===== config.mk =====
export PLATFORM = sky130hd
export DESIGN_NAME = ppi_bus_controller
export DESIGN_NICKNAME = d
export VERILOG_FILES = /design/src/rtl/ppi_bus_controller.sv
export SDC_FILE = /design/constraint.sdc
export NUM_CORES = 1
export LEC_CHECK = 0
export CORE_UTILIZATION = 42
export CTS_BUF_LIST = sky130_fd_sc_hd__clkbuf_16
export DETAILED_ROUTE_END_ITERATION = 12
export GPL_TIMING_DRIVEN = 0
export PLACE_DENSITY = 0.93
export SYNTH_ARGS = -nofsm -noshare
export SYNTH_HDL_FRONTEND = slang
export SYNTH_SLANG_ARGS = --single-unit

===== constraint.sdc =====
create_clock -name CLK -period 5.67 [get_ports CLK]
set_input_delay 1.134 -clock CLK [delete_from_list [all_inputs] [get_ports CLK]]
set_output_delay 1.134 -clock CLK [all_outputs]
set_load 0.02 [all_outputs]

===== src/rtl/ppi_bus_controller.sv =====
// CPU-to-PPI bus sequencer: decodes the I/O address into slot and register,
// drives one-hot select with registered strobes, waits for ready with a timeout.
module ppi_bus_controller #(
  parameter int unsigned NUM_PPI  = 4,
  parameter int unsigned TIMEOUT  = 15,
  parameter logic [31:0] ERR_DATA = 32'hBADC0FFE
) (
  input  logic                   CLK,
  input  logic                   Reset,
  input  logic [8:0]             AddressOutIO,
  input  logic [31:0]            DataOutputTowardIO,
  input  logic                   WritePPI,
  input  logic                   ReadPPI,
  output logic [31:0]            DataInputTowardMicro,
  output logic                   StallMicro,
  output logic                   BusError,
  output logic [NUM_PPI-1:0]     PPISelect,
  output logic [3:0]             PPIAddress,
  output logic [31:0]            PPIWriteData,
  output logic                   PPIWrite,
  output logic                   PPIRead,
  input  logic [32*NUM_PPI-1:0]  PPIReadData,
  input  logic [NUM_PPI-1:0]     PPIReady
);

  typedef enum logic [1:0] {IDLE, ACCESS, DONE, ERROR} state_e;

  localparam logic [5:0] NumPpiC  = 6'(NUM_PPI);
  localparam logic [7:0] TimeoutC = 8'(TIMEOUT);

  state_e             state_q;
  logic [7:0]         cnt_q;
  logic [NUM_PPI-1:0] sel_q;
  logic [3:0]         addr_q;
  logic [31:0]        wdata_q;
  logic [31:0]        rdata_q;
  logic               wr_q;
  logic               rd_q;
  logic               err_q;

  logic               req;
  logic               slot_ok;
  logic               ready_sel;
  logic [7:0]         cnt_d;
  logic [NUM_PPI-1:0] sel_d;
  logic [31:0]        rdata_sel;

  assign req       = WritePPI | ReadPPI;
  assign slot_ok   = {1'b0, AddressOutIO[8:4]} < NumPpiC;
  assign cnt_d     = cnt_q + 8'd1;
  // sel_q is only non-zero in ACCESS, so ready from other slots never matters.
  assign ready_sel = |(PPIReady & sel_q);

  // NOTE: every variable in this block gets a default before the loop, so no
  // path leaves it unassigned and no latch is inferred.
  always_comb begin
    sel_d     = '0;
    rdata_sel = '0;
    for (int i = 0; i < NUM_PPI; i++) begin
      sel_d[i] = (AddressOutIO[8:4] == 5'(i));
      if (sel_q[i]) rdata_sel = PPIReadData[32*i +: 32];
    end
  end

  // NOTE: state is updated with non-blocking assignments so every register
  // sees pre-edge values regardless of statement order inside the block.
  always_ff @(posedge CLK or negedge Reset) begin
    if (!Reset) begin
      state_q <= IDLE;
      cnt_q   <= '0;
      sel_q   <= '0;
      addr_q  <= '0;
      wdata_q <= '0;
      rdata_q <= '0;
      wr_q    <= 1'b0;
      rd_q    <= 1'b0;
      err_q   <= 1'b0;
    end else begin
      err_q <= 1'b0;
      unique case (state_q)
        IDLE: begin
          if (req) begin
            addr_q  <= AddressOutIO[3:0];
            wdata_q <= DataOutputTowardIO;
            cnt_q   <= '0;
            if (slot_ok) begin
              state_q <= ACCESS;
              sel_q   <= sel_d;
              wr_q    <= WritePPI;
              rd_q    <= ~WritePPI;
            end else begin
              state_q <= ERROR;
              err_q   <= 1'b1;
              if (!WritePPI) rdata_q <= ERR_DATA;
            end
          end
        end
        ACCESS: begin
          cnt_q <= cnt_d;
          if (ready_sel) begin
            state_q <= DONE;
            sel_q   <= '0;
            wr_q    <= 1'b0;
            rd_q    <= 1'b0;
            if (rd_q) rdata_q <= rdata_sel;
          end else if (cnt_d == TimeoutC) begin
            state_q <= ERROR;
            err_q   <= 1'b1;
            sel_q   <= '0;
            wr_q    <= 1'b0;
            rd_q    <= 1'b0;
            if (rd_q) rdata_q <= ERR_DATA;
          end
        end
        default: begin
          state_q <= IDLE;
          cnt_q   <= '0;
        end
      endcase
    end
  end

  // Gated by Reset so the CPU hold also drops the moment reset is asserted.
  assign StallMicro = Reset & (((state_q == IDLE) & req) | (state_q == ACCESS));

  assign DataInputTowardMicro = rdata_q;
  assign BusError             = err_q;
  assign PPISelect            = sel_q;
  assign PPIAddress           = addr_q;
  assign PPIWriteData         = wdata_q;
  assign PPIWrite             = wr_q;
  assign PPIRead              = rd_q;

endmodule


# After elaboration in Yosys (flattened, before gate mapping)
# Index checks and enable logic that the tools add are counted.
[op_classes]
n_reduce_logical = 8
div = 0
n_bitwise = 6
shift = 0
mux = 37
mul = 0
magnitude_cmp = 1
n_addsub = 1
n_eq_ne = 12
[ops]
columns = ["op", "count"]
rows = [
  ["2-to-1 mux 32 bit", 11],
  ["case mux 32 bit (2 select lines)", 1],
  ["2-to-1 mux 4 bit", 4],
  ["case mux 8 bit (2 select lines)", 1],
  ["== test 5 x 2 -> 1 bit, second input constant", 2],
  ["2-to-1 mux 1 bit", 10],
  ["!= test 3 bit, second input constant", 3],
  ["adder 8 x 1 -> 8 bit, second input constant", 1],
  ["== test 8 x 4 -> 1 bit, second input constant", 1],
  ["2-to-1 mux 2 bit", 4],
  ["2-to-1 mux 8 bit", 1],
  ["!= test 2 bit, second input constant", 4],
  ["case mux 4 bit (2 select lines)", 1],
  ["AND reduction 7 bit", 1],
  ["case mux 1 bit (2 select lines)", 3],
  ["== test 5 x 1 -> 1 bit, second input constant", 1],
  ["zero test 5 bit", 1],
  ["< comparator 5 x 3 -> 1 bit, second input constant", 1],
  ["AND 4 bit", 1],
  ["case mux 2 bit (2 select lines)", 1],
  ["AND reduction 2 bit", 2],
  ["AND reduction 4 bit", 1],
  ["OR reduction 4 bit", 1],
  ["AND 1 bit", 2],
  ["other kinds (5)", 6],
]
[totals]
mem_bits_ro = 0
word_cells = 74
mem_bits_rw = 0
latch_bits = 0
memories = 0
regBits = 85
input_bits = 177

# Logic depth before layout (Yosys ltp)
# Gate-level depths: netlist of run 1.
[logic_depth]
depth_word = 7
ltp_mapped = 8
mapped_depth_nobuf = 6

# Worst setup path after synthesis of run 1
# No wires, ideal clock.
[synth_path]
path_kind = "input-to-output"
startpoint = "in ReadPPI"
endpoint = "out StallMicro"
n_path_buf = 1
required_ps = 4536
arrival_time_ps = 1975
setup_slack_ps = 2561
stages = 4
cell_sequence = "or2_2 > clkbuf_1 > nor2_1 > nor3b_1"
[synth_between]
elab_chain_len = 4
[synth_rtl]
columns = ["element", "line_no", "source"]
rows = [
  ["start: declaration", "13", "input logic ReadPPI,"],
  ["bitwise OR 1 bit", "48", "assign req = WritePPI | ReadPPI;"],
  ["AND 1 bit", "124", "assign StallMicro = Reset & (((state_q == IDLE) & req) | (state_q == ACCESS));"],
  ["bitwise OR 1 bit", "124", ""],
  ["AND 1 bit", "124", ""],
  ["end: declaration", "15", "output logic StallMicro,"],
]
# No other way between the ends.

# Worst setup path in the final report of run 1
[layout_path]
startpoint = "in WritePPI"
endpoint = "out StallMicro"
[layout_between]
elab_chain_len = 4
[layout_rtl]
columns = ["element", "line_no", "source"]
rows = [
  ["start: declaration", "12", "input logic WritePPI,"],
  ["bitwise OR 1 bit", "48", ""],
  ["AND 1 bit", "124", ""],
  ["bitwise OR 1 bit", "124", ""],
  ["AND 1 bit", "124", ""],
]
# No other way between the ends.

==> key figures, run 1 <==
Power
  • Clock Power Share: 20.0%
  • Sw Pwr: 0.00106 W
  • PwrDens: 382 mW/mm^2
  • Sw Ratio: 36.3%
  • Leakage: 3.04 nW
  • Internal power: 0.00186 W
  • Sequential fraction of design power: 31.3%
  • Maximum VDD drop: 384 uV
  • Gate power share: 48.7%

GRT
  • Total GRT Usage: 28.8%
  • Vias in the first global route: 4852
  • Aggregate global routing overflow: 0
  • Global-route wire length before repair: 25000 um
  • Largest net degree at the start of global routing: 62
  • Initial antenna violation count: 0

Die
  • Die area: 0.0114 mm^2
  • Die height: 107 um
  • Core area: 0.0105 mm^2
  • Initial core utilization: 44.0%
  • Die W: 107 um
  • IO Count: 253
  • Row count: 37

Yosys
  • Syn nets: 611
  • Predominant post-synthesis flop cell: dfrtp_1
  • Gate count after technology mapping: 432
  • Async S/R FF share, synth: 100%
  • Post-synthesis cell type count: 46
  • Sequential area share after synthesis: 46.0%
  • Post-synth EDFFs: 0
  • Post-synthesis average cell area: 10.7 um^2
  • Synth warn: 0
  • Syn Std Cell Area: 0.00462 mm^2
  • Number of synthesized register bits: 85

Drt
  • WL final: 16500 um
  • Remaining DRCs: 0
  • Detailed Route Iter0 Violations: 281
  • DRT antenna net count: 0
  • Wire per inst: 19.8 um
  • Routed vias: 4619
  • Vias per inst: 5.52
  • First-pass DRT Iterations: 5

STA
  • Slew @ Worst Pin: 0.792 ns
  • Final Critical Period: 4.11 ns
  • Final Hold Fails: 0
  • # setup viols final: 0
  • Final worst slack: 1.56 ns
  • Slew margin rel.: 46.8%
  • Hold slack: 0.494 ns
  • Final Max Tran Viols: 0
  • Skew final: 0.00979 ns
  • RSZ-0062 raised after global routing: false
  • Final clock period utilization by the worst path: 72.4%
  • Max Freq: 0.243 GHz
  • Setup TNS: 0 ns

Critical path
  • Setup CP Type: primary input to primary output
  • CP Data Required Time: 4.54 ns
  • FF-to-FF Start: PPISelect[1]
  • Crit path cell chain: clkdlybuf4s50_1 > or2_2 > clkbuf_1 > nor2_1 > nor3b_1 > clkdlybuf4s50_1
  • CP Max Fanout: 6
  • Worst path max stage delay: 0.65 ns
  • Slowest CP cell: clkdlybuf4s50_1
  • Worst R2R Setup Slack: 3.19 ns
  • Endpoint class of the critical path: primary output
  • Worst Path Arrival: 2.97 ns
  • CP startpoint kind: primary input
  • Most used cell, CP: clkdlybuf4s50_1
  • Reg-to-Reg End: DataInputTowardMicro[23]
  • Critical path endpoint: StallMicro
  • Crit path from: WritePPI
  • Worst R2R Path Depth: 8

Clock tree
  • Post-CTS Resized: 0
  • CTS Buf Count: 9
  • Sink Count: 85
  • Maximum buffer depth of the clock tree: 2
  • H-tree depth: 3
  • Clock root cell: clkbuf_16
  • CTS tree: yes
  • CTS Hold Buffers Added: 0
  • Reg clk slew, reported paths: 0.06 ns
  • Post-CTS Setup Bufs: 0
  • Clk_lat worst skew: 0.34 ns

Cells and area
  • Multi-input logic area: 0.00230 mm^2
  • Nets: 875
  • # diodes: 0
  • Layout cells sized above 1: 13.3%
  • Register area: 0.00213 mm^2
  • Layout area overhead: 65.1%
  • FILL cells: 714
  • Design area: 0.00763 mm^2
  • Post-layout util: 72.6%

Run
  • # Max-Cap Violations: 0

Placed design
  • Final Wtd Congestion: 0.911
  • Post-DP Area: 0.00734 mm^2
  • Placement Setup Slack: 1.60 ns
  • HPWL Detailed: 12700 um
  • IO buf count: 252

Min path
  • Worst min path class: register to register

Outcome
  • Outcome: complete, no violations
[state kept, by name, summed over array words and instances, names as in the netlist]
signal / flops
PPISelect: 4
PPIAddress: 4
cnt_q: 8
DataInputTowardMicro: 32
BusError: 1
PPIWrite: 1
state_q: 2
PPIWriteData: 32
PPIRead: 1
[power groups by stage]
stage,clock [W],combinational (W),sequential (W)
2_1_floorplan,0,0.000553,0.00111
3_3_place_gp,0,0.00137,0.000904
4_1_cts,0.000590,0.00143,0.000913
6_report,0.000582,0.00142,0.000914
5_1_grt,0.000616,0.00151,0.000934
3_5_place_dp,0,0.00142,0.000921
[worst max-delay path, delay by kind of cell]
| kind | cells | cell delay, ns |
|---|---|---|
| buf+inv | 3 | 1.43 |
| simple gates | 3 | 0.41 |
[placed cells by master, fill, tap and decap left out, drive strengths merged, types with 3 or more instances in the layout]
master and count:
a21oi 37, a221oi 11, a22o 3, a22oi 22, and3 4, buf 6, clkbuf 40, clkdlybuf4s50 251
clkinv 4, dfrtp 85, inv 4, mux2 67, nand2 35, nor2 40, nor2b 12, nor3 13
o211ai 21, o21ai 12, xnor2 4
[stage by stage]
stage | total power [W] | cells
after floorplan | 0.00167 | 432
after global placement | 0.00228 | 820
after detailed placement | 0.00234 | 821
after CTS | 0.00293 | 837
after global routing | 0.00306 | 837
final | 0.00292 | 837
[cells by family after synthesis]
group | Yosys count | synth area share, %
buffers and inverters | 38 | 4.30
flip-flops | 85 | 46.0
AO/OA/AOI/OAI | 116 | 16.9
AND/OR/NAND/NOR | 118 | 12.3
XOR/XNOR | 5 | 1.11
adder cells (fa/ha/maj) | 2 | 0.541
multiplexers | 68 | 18.9
[synthesized netlist by cell type, types with 2 or more instances]
cell type	count	area, um^2
and3_4	3	33.8
mux2_1	2	22.5
nor2_1	40	150
nor2b_1	12	75.1
a22oi_1	22	165
dfrtp_1	85	2130
a221oi_1	10	87.6
a22o_1	3	26.3
mux2_2	36	405
nand2_1	35	131
clkbuf_1	31	116
nor3b_1	2	15.0
nand3_1	2	10.0
inv_1	3	11.3
buf_12	3	60.1
a32o_1	2	20.0
mux2_4	29	435
ha_1	2	25.0
a21oi_1	37	185
o21ai_0	11	55.1
o211ai_1	21	158
xnor2_1	3	26.3
nor3_1	13	65.1
nand2b_1	2	12.5
a21o_1	2	15.0
[layout make-up]
| type | count | area share [%] |
|---|---|---|
| Inverter | 3 | 0.148 |
| Clock buffer | 9 | 2.95 |
| Sequential cell | 85 | 27.9 |
| Tap cell | 136 | 2.23 |
| Timing Repair Buffer | 253 | 33.4 |
| Buffer | 35 | 2.46 |
| Multi-Input combinational cell | 309 | 30.1 |
| Clock inverter | 7 | 0.885 |
[metal layers]
metal / wire length [um] / track usage (%) / share of wire, %
met5: 0 / 0 / 0
met3: 1670 / 9.18 / 10
met2: 8300 / 52.0 / 50
met1: 6210 / 31.7 / 38
met4: 361 / 9.59 / 2.2
[worst min path at each step]
stage	from	cells past startpoint	endpoint	slack, ns
floorplan	cnt_q[7]	1	cnt_q[7]	0.47
global placement	DataInputTowardMicro[1]	1	DataInputTowardMicro[1]	0.48
detailed placement	DataInputTowardMicro[1]	1	DataInputTowardMicro[1]	0.48
CTS	DataInputTowardMicro[1]	1	DataInputTowardMicro[1]	0.50
global route	PPIWriteData[4]	1	PPIWriteData[4]	0.51
finish	DataInputTowardMicro[1]	1	DataInputTowardMicro[1]	0.49
(Power assumes the default switching activity.)
==> run 2, diff against run 1 <==
--- a/config.mk
+++ b/config.mk
@@ -5,11 +5,11 @@
 export SDC_FILE = /design/constraint.sdc
 export NUM_CORES = 1
 export LEC_CHECK = 0
-export CORE_UTILIZATION = 42
+export CORE_UTILIZATION = 39
 export CTS_BUF_LIST = sky130_fd_sc_hd__clkbuf_16
 export DETAILED_ROUTE_END_ITERATION = 12
 export GPL_TIMING_DRIVEN = 0
-export PLACE_DENSITY = 0.93
+export PLACE_DENSITY = 0.88
 export SYNTH_ARGS = -nofsm -noshare
 export SYNTH_HDL_FRONTEND = slang
 export SYNTH_SLANG_ARGS = --single-unit
==> constraint.sdc (replaced) <==
create_clock -name CLK -period 4.2 [get_ports CLK]
set_input_delay 0.84 -clock CLK [delete_from_list [all_inputs] [get_ports CLK]]
set_output_delay 0.84 -clock CLK [all_outputs]
set_load 0.02 [all_outputs]
==> run 2 against run 1 <==
Flip-flop and latch count is the same; via count shrank 1.6%; critical path depth is the same; routed wire length shrank 6.3%; sequential power grew 33%; sequential share of layout area shrank 0.10 points; first-iteration DRC count grew 5.7%; cell area grew 0.38%; die area grew 7.5%; non-clock buffer count is the same.
==> key figures, run 2 (synthesis results as in run 1) <==
Outcome
  • Outcome: complete, no violations

Critical path
  • Setup CP Type: primary input to primary output
  • Endpoint class of the critical path: primary output
  • CP Max Fanout: 6
  • CP startpoint kind: primary input
  • CP Data Required Time: 3.36 ns
  • Worst Path Arrival: 2.61 ns

Cells and area
  • Layout area overhead: 65.7%
  • Design area: 0.00766 mm^2
  • Commonest non-fill, non-tap cells in the layout: clkdlybuf4s50_1 (251), dfrtp_1 (85), nor2_1 (40), a21oi_1 (37), mux2_2 (36)
  • # diodes: 0
  • FILL cells: 847
  • Commonest non-fill, non-tap cell in the layout: clkdlybuf4s50_1
  • Nets: 875
  • Layout cells sized above 1: 13.6%

Die
  • Core area: 0.0115 mm^2
  • Die height: 111 um
  • Die W: 111 um
  • IO Count: 253
  • Die area: 0.0123 mm^2
  • Initial core utilization: 40.3%
  • Row count: 39

Clock tree
  • CTS Hold Buffers Added: 0
  • Reg clk slew, reported paths: 0.07 ns
  • Maximum buffer depth of the clock tree: 2
  • Clock root cell: clkbuf_16
  • CTS tree: yes
  • Post-CTS Setup Bufs: 0
  • Sink Count: 85
  • H-tree depth: 3
  • Post-CTS Resized: 0
  • CTS Buf Count: 9
  • Clk_lat worst skew: 0.34 ns

Power
  • PwrDens: 518 mW/mm^2
  • Leakage: 3.05 nW
  • Maximum VDD drop: 422 uV

GRT
  • Aggregate global routing overflow: 0
  • Initial antenna violation count: 0
  • Global-route wire length before repair: 24600 um
  • Vias in the first global route: 4817
  • Total GRT Usage: 25.5%
  • Largest net degree at the start of global routing: 60

Drt
  • DRT antenna net count: 0
  • First-pass DRT Iterations: 4
  • WL final: 15500 um
  • Remaining DRCs: 0
  • Vias per inst: 5.39
  • Detailed Route Iter0 Violations: 297
  • Wire per inst: 18.4 um
  • Routed vias: 4546

Run
  • # Max-Cap Violations: 0

STA
  • Final Critical Period: 3.45 ns
  • Final Hold Fails: 0
  • Slew margin rel.: 47.1%
  • Setup TNS: 0 ns
  • RSZ-0062 raised after global routing: false
  • Final Max Tran Viols: 0
  • Skew final: 0.00730 ns
  • Slew @ Worst Pin: 0.787 ns
  • Final clock period utilization by the worst path: 82.2%
  • Max Freq: 0.290 GHz
  • # setup viols final: 0

Placed design
  • IO buf count: 252
  • Post-DP Area: 0.00735 mm^2
  • HPWL Detailed: 11900 um
  • Final Wtd Congestion: 0.941

Min path
  • Worst min path class: primary input to asynchronous set/reset pin
run 2: power by group:
part           internal (W)  total [W]  switching (W)
clock network      0.000477   0.000839       0.000362
logic              0.000978    0.00191       0.000928
registers           0.00107    0.00122       0.000151
run 2: layout make-up:
type                    instances  area (um^2)  share of cell area [%]
inverters                       3         11.3                   0.147
clock buffers                   9          225                    2.94
multi-input cells             309         2300                    30.0
clock inverters                 7         87.6                    1.14
plain buffers                  35          188                    2.45
repair buffers                253         2550                    33.2
flip-flops and latches         85         2130                    27.8
well taps                     143          179                    2.34
run 2: path summary, 6_finish.rpt:
check | startpoint | endpoint | slack, ns | depth (start not counted)
setup / recovery | ReadPPI | StallMicro | 0.75 | 6
hold / removal | Reset | PPIWriteData[27] | 0.41 | 1
setup reg to reg | PPISelect[1] | DataInputTowardMicro[29] | 1.66 | 8
hold reg to reg | DataInputTowardMicro[1] | DataInputTowardMicro[1] | 0.50 | 1
max in group asynchronous | Reset | DataInputTowardMicro[11] | 3.16 | 2
min in group CLK | DataInputTowardMicro[1] | DataInputTowardMicro[1] | 0.50 | 1
run 2: critical path, cell delays in order:
cell	delay, ns
clkdlybuf4s50_1	0.51
or2_2	0.13
clkbuf_1	0.23
nor2_1	0.07
nor3b_1	0.18
clkdlybuf4s50_1	0.64
run 2: layer usage:
| metal | GRT usage [%] | up-vias | wire (um) | share of wire (%) |
|---|---|---|---|---|
| met5 | 0 | - | 0 | 0 |
| met4 | 10.7 | 0 | 370 | 2.4 |
| met3 | 7.65 | 26 | 1460 | 9.4 |
| met2 | 43.4 | 231 | 7540 | 49 |
| met1 | 29.8 | 2196 | 6120 | 40 |
| li1 | - | 2093 | - | - |
run 2: metrics by stage:
stage                     hold WS, ns  utilization, %  setup WS (ns)  total power [W]  cells
after global placement          0.481            63.9          -1.75          0.00308    827
after floorplan                 0.471               -           1.68          0.00225    432
after global routing            0.433            66.8          0.697          0.00417    844
after CTS                       0.412            66.8          0.750          0.00399    844
after detailed placement        0.486            64.1          0.751          0.00314    828
final                           0.411            66.8          0.749          0.00397    844
